## src/rtl/uart_transmitter.sv

```systemverilog
// UART transmitter: serialises one character per accepted request (5-8 data bits,
// optional parity, 1 or 2 stop bits, programmable bit period) and drives line breaks.
module uart_transmitter #(
  parameter int CLOCK_DIVISOR_WIDTH = 24
) (
  input  logic                           clk,
  input  logic                           rst,
  input  logic [1:0]                     dataBits,
  input  logic                           hasParity,
  input  logic [1:0]                     parityMode,
  input  logic                           extraStopBit,
  input  logic [CLOCK_DIVISOR_WIDTH-1:0] clockDivisor,
  input  logic [7:0]                     dataIn,
  input  logic                           sendData,
  output logic                           ready,
  input  logic                           sendBreak,
  output logic                           tx,
  output logic                           busy,
  output logic                           dataSent
);

  localparam logic [2:0] S_IDLE   = 3'd0;
  localparam logic [2:0] S_START  = 3'd1;
  localparam logic [2:0] S_DATA   = 3'd2;
  localparam logic [2:0] S_PARITY = 3'd3;
  localparam logic [2:0] S_STOP   = 3'd4;
  localparam logic [2:0] S_BREAK  = 3'd5;
  localparam logic [2:0] S_MARK   = 3'd6;

  logic [2:0]                     r_state;
  logic [CLOCK_DIVISOR_WIDTH-1:0] r_div_cnt;
  logic [CLOCK_DIVISOR_WIDTH-1:0] r_div;
  logic [2:0]                     r_bit_cnt;
  logic [2:0]                     r_last_bit;
  logic [7:0]                     r_shift;
  logic                           r_has_par;
  logic                           r_par_bit;
  logic                           r_two_stop;
  logic                           r_brk_min;
  logic                           r_tx;

  logic w_bit_end;
  logic w_accept;
  logic w_brk_start;

  // Parity over the counted data bits only; bits above the character width are masked.
  function automatic logic f_parity(input logic [7:0] data, input logic [1:0] bits,
                                    input logic [1:0] mode);
    logic [7:0] mask;
    mask = 8'hFF >> (3'd3 - {1'b0, bits});
    case (mode)
      2'b00:   f_parity = 1'b0;
      2'b11:   f_parity = 1'b1;
      2'b01:   f_parity = ^(data & mask);
      default: f_parity = ~^(data & mask);
    endcase
  endfunction

  assign w_bit_end   = (r_div_cnt == r_div);
  assign ready       = (r_state == S_IDLE) && !sendBreak && !rst;
  assign w_accept    = ready && sendData;
  assign w_brk_start = (r_state == S_IDLE) && sendBreak && !rst;
  assign busy        = (r_state != S_IDLE);
  assign tx          = r_tx;
  assign dataSent    = !rst && (r_state == S_STOP) && w_bit_end && (!r_two_stop || r_bit_cnt[0]);

  always_ff @(posedge clk) begin
    if (rst) begin
      r_state   <= S_IDLE;
      r_tx      <= 1'b1;
      r_div_cnt <= '0;
      r_bit_cnt <= '0;
      r_brk_min <= 1'b0;
    end else begin
      r_div_cnt <= w_bit_end ? '0 : r_div_cnt + 1'b1;
      case (r_state)
        S_IDLE: begin
          r_div_cnt <= '0;
          r_bit_cnt <= '0;
          r_brk_min <= 1'b0;
          if (sendBreak) begin
            r_state <= S_BREAK;
            r_tx    <= 1'b0;
          end else if (sendData) begin
            r_state <= S_START;
            r_tx    <= 1'b0;
          end
        end
        S_START: begin
          if (w_bit_end) begin
            r_state <= S_DATA;
            r_tx    <= r_shift[0];
          end
        end
        S_DATA: begin
          if (w_bit_end) begin
            if (r_bit_cnt == r_last_bit) begin
              r_bit_cnt <= '0;
              r_state   <= r_has_par ? S_PARITY : S_STOP;
              r_tx      <= r_has_par ? r_par_bit : 1'b1;
            end else begin
              r_bit_cnt <= r_bit_cnt + 3'd1;
              r_tx      <= r_shift[1];
            end
          end
        end
        S_PARITY: begin
          if (w_bit_end) begin
            r_state <= S_STOP;
            r_tx    <= 1'b1;
          end
        end
        S_STOP: begin
          if (w_bit_end) begin
            if (r_two_stop && !r_bit_cnt[0]) begin
              r_bit_cnt <= 3'd1;
            end else begin
              r_state <= S_IDLE;
              r_tx    <= 1'b1;
            end
          end
        end
        S_BREAK: begin
          if (w_bit_end) r_brk_min <= 1'b1;
          // Release as soon as the line is free and at least one full bit period has elapsed.
          if (!sendBreak && (r_brk_min || w_bit_end)) begin
            r_state   <= S_MARK;
            r_tx      <= 1'b1;
            r_div_cnt <= '0;
          end
        end
        S_MARK: begin
          if (w_bit_end) r_state <= S_IDLE;
        end
        default: begin
          r_state <= S_IDLE;
          r_tx    <= 1'b1;
        end
      endcase
    end
  end

  // Character and line configuration are frozen at acceptance.
  always_ff @(posedge clk) begin
    if (w_accept) begin
      r_shift    <= dataIn;
      r_last_bit <= {1'b0, dataBits} + 3'd4;
      r_has_par  <= hasParity;
      r_par_bit  <= f_parity(dataIn, dataBits, parityMode);
      r_two_stop <= extraStopBit;
      r_div      <= clockDivisor;
    end else if (w_brk_start) begin
      r_div <= clockDivisor;
    end else if ((r_state == S_DATA) && w_bit_end) begin
      r_shift <= r_shift >> 1;
    end
  end

endmodule

```

## config.mk

```make
export PLATFORM = sky130hd
export DESIGN_NAME = uart_transmitter
export DESIGN_NICKNAME = d
export VERILOG_FILES = /design/src/rtl/uart_transmitter.sv
export SDC_FILE = /design/constraint.sdc
export NUM_CORES = 1
export LEC_CHECK = 0
export ABC_CLOCK_PERIOD_IN_PS = 3340
export BUFFER_PORTS_ARGS = -buffer_cell sky130_fd_sc_hd__buf_2
export CAP_MARGIN = 0
export CORE_ASPECT_RATIO = 0.8
export CORE_UTILIZATION = 38
export DETAILED_ROUTE_END_ITERATION = 16
export SLEW_MARGIN = 0
export SYNTH_ARGS = -nofsm -noshare
export SYNTH_HDL_FRONTEND = slang
export SYNTH_SLANG_ARGS = --single-unit
```

## constraint.sdc

```tcl
create_clock -name clk -period 3.34 [get_ports clk]
set_input_delay 0.167 -clock clk [delete_from_list [all_inputs] [get_ports clk]]
set_output_delay 0.167 -clock clk [all_outputs]
set_load 0.01 [all_outputs]
```

==> results.json <==
{
  "status": "completed",
  "drt-met1-wl_um": 3510,
  "finalHoldViolCount": 0,
  "layout_common_cells": "45 x buf_2, 38 x xnor2_1, 37 x edfxtp_1, 32 x dfxtp_1, 25 x dlygate4sd3_1",
  "syn_avg_cell_area_um2": 11.2,
  "cts_tree": "yes",
  "worst_slack_ns": 0.766,
  "criticalPathCategory": "register to output port",
  "die_x_um": 106,
  "syn_inst": 293,
  "remaining_drc_errors": 0,
  "cts_htree_levels": 3,
  "cts_resized": 0,
  "fin_nets": 413,
  "numPortBuffers": 45,
  "netlist-cell-type-count": 40,
  "slew-limit-headroom_pct": 50.4,
  "cts_buffer_depth": 2,
  "critPathRequiredTime_ns": 3.17,
  "tightest_slew_ns": 0.738,
  "die-area_um2": 9030,
  "ir_worst_vdd_v": 0.000216,
  "fin_crit_sh_pct": 77.1,
  "post_cts.repair.setup_buffers": 0,
  "place.detailed.hpwl_um": 4760,
  "io_pins": 46,
  "grt_max_degree": 25,
  "crit_chain": "xnor2_1 > nand4_1 > nor4_4 > and2_4 > inv_1 > nor4_1 > buf_2",
  "drt-vias-per-instance": 4.90,
  "critPathSlowestCell": "nor4_4",
  "slowest_delay_ns": 0.52,
  "antenna_found_initial": 0,
  "rows": 29,
  "ctsHoldBuffers": 23,
  "max_freq_ghz": 0.389,
  "setup_viol_count_final": 0,
  "yosysWarningCount": 0,
  "grt_pass1_vias": 2161,
  "cts_root_buffer": "clkbuf_8",
  "cp_max_fo": 8,
  "hold_class": "primary input to register",
  "initial_core_util_pct": 40.3,
  "die_y_um": 85.2,
  "power_density_nw_per_um2": 583,
  "cts.sink_count": 69,
  "routabilityCongestion": 0.809,
  "synth.yosys.seq_area_share_pct": 53.3,
  "wl_met3_um": 226,
  "cp_top_family": "simple AND/OR/NAND/NOR gates",
  "path_buf_inv": 2,
  "cp-start-kind": "register",
  "drt_iter0_drc": 116,
  "overflow": 0,
  "syn_to_final_growth_pct": 22.9,
  "synth_top_cell_by_area": "edfxtp_1",
  "p_total_mw": 2.36,
  "vias": 2360,
  "wl_met2_um": 2900,
  "grt_pass1_wl_um": 10700,
  "dp_slack_ns": 1.09,
  "drive_gt1_share_pct": 24.6,
  "period_needed_ns": 2.57,
  "synth_area_leaders": "edfxtp_1 34%, dfxtp_1 19%, xnor2_1 10%",
  "clock_latency_ns": 0.34,
  "numCtsBuffers": 9,
  "grtUsageTotal_pct": 15.9,
  "final_common_cell": "buf_2",
  "crit_arrival_ns": 2.41,
  "clock-skew-final_ns": 0.00738,
  "tns_ns": 0,
  "wirelength_um": 6730,
  "synth_fp_nets": 337,
  "ys_ff_latch": 69,
  "critical_path.endpoint_type": "output port",
  "drtAntennaViolNets": 0,
  "path_clk_slew_ns": 0.07,
  "antennaDiodeCount": 0,
  "rsz0062_at_grt": "no",
  "drt_pre_antenna_iters": 4,
  "synth_area_um2": 3290,
  "netlist.area_leader.share_pct": 33.8,
  "routedWlPerCell_um": 14.0,
  "drv_slew": 0,
  "coreArea_um2": 8160,
  "top_layer": "met4",
  "leakagePower_nw": 1.45,
  "cap_violations": 0
}
-- path summary, 6_finish.rpt --
| kind | from | cells past startpoint | to | slack (ns) |
|---|---|---|---|---|
| min | clockDivisor[12] | 1 | r_div[12] | 0.03 |
| max reg2reg | r_div[4] | 7 | r_shift[7] | 1.07 |
| max | r_div[4] | 7 | dataSent | 0.77 |
| min reg2reg | r_brk_min | 2 | r_brk_min | 0.46 |
-- power by group --
part           switching, mW  internal [mW]  total (mW)
Sequential            0.0996           1.03        1.13
Combinational          0.346          0.278       0.625
Clock                  0.295          0.309       0.604
-- cells in the mapped netlist --
library cell / n
nor3_1: 11
and2_4: 1
nor4b_1: 1
a31oi_1: 2
and2_1: 1
or4_4: 1
clkbuf_1: 2
dfxtp_1: 32
nand4_2: 2
xor2_1: 18
mux2_2: 10
a211oi_1: 1
o31ai_1: 1
nor2_1: 24
nor4_1: 3
o2bb2ai_1: 1
or3b_2: 1
a21oi_1: 11
edfxtp_1: 37
nand4bb_4: 1
a221oi_1: 1
nor2_2: 14
xnor2_1: 38
buf_1: 2
buf_6: 3
ha_1: 2
nor3b_1: 1
nand2b_1: 4
a21o_1: 2
nor2b_1: 1
nand4_1: 8
o21ai_0: 5
inv_1: 9
a311oi_1: 1
nand3_1: 16
mux2i_1: 4
nand2_1: 13
and3_1: 4
and4_1: 3
nor4_4: 1
-- logic make-up after synthesis --
family	synth area share, %
simple gates	19.4
flops	53.3
xor+xnor	14.9
compound gates	4.53
buf+inv	2.51
mux	4.64
fa+ha+maj	0.761
-- metrics by stage --
stage / cells / hold slack (ns) / utilization (%) / instance area, um^2
final: 482 / 0.0326 / 49.5 / 4040
after global routing: 482 / 0.00961 / 49.5 / 4040
after CTS: 480 / 0.000418 / 49.3 / 4020
after detailed placement: 441 / 0.345 / 44.4 / 3620
after global placement: 441 / 0.343 / 44.4 / 3620
after floorplan: 293 / 0.266 / - / 3290
-- flip-flops by register name, indices dropped and copies added, names as in the netlist --
| signal | flops |
|---|---|
| r_state | 3 |
| r_bit_cnt | 3 |
| tx | 1 |
| r_has_par | 1 |
| r_div_cnt | 24 |
| r_shift | 8 |
| r_div | 24 |
| r_last_bit | 2 |
| r_brk_min | 1 |
| r_par_bit | 1 |
| r_two_stop | 1 |
-- metal layers --
| metal | vias up | GRT usage [%] |
|---|---|---|
| met3 | 8 | 4.69 |
| met2 | 47 | 22.0 |
| met4 | 0 | 6.69 |
| met5 | - | 0 |
| li1 | 1188 | - |
| met1 | 1117 | 23.0 |
-- cell type report --
cell class / count / area, um^2
Fill cell: 746 / 4120
Sequential cell: 69 / 1750
Multi-Input combinational cell: 208 / 1460
Timing Repair Buffer: 72 / 490
Clock buffer: 14 / 163
Tap cell: 108 / 135
Inverter: 9 / 33.8
Clock inverter: 2 / 10.0
Power figures use the tool's default switching activity.
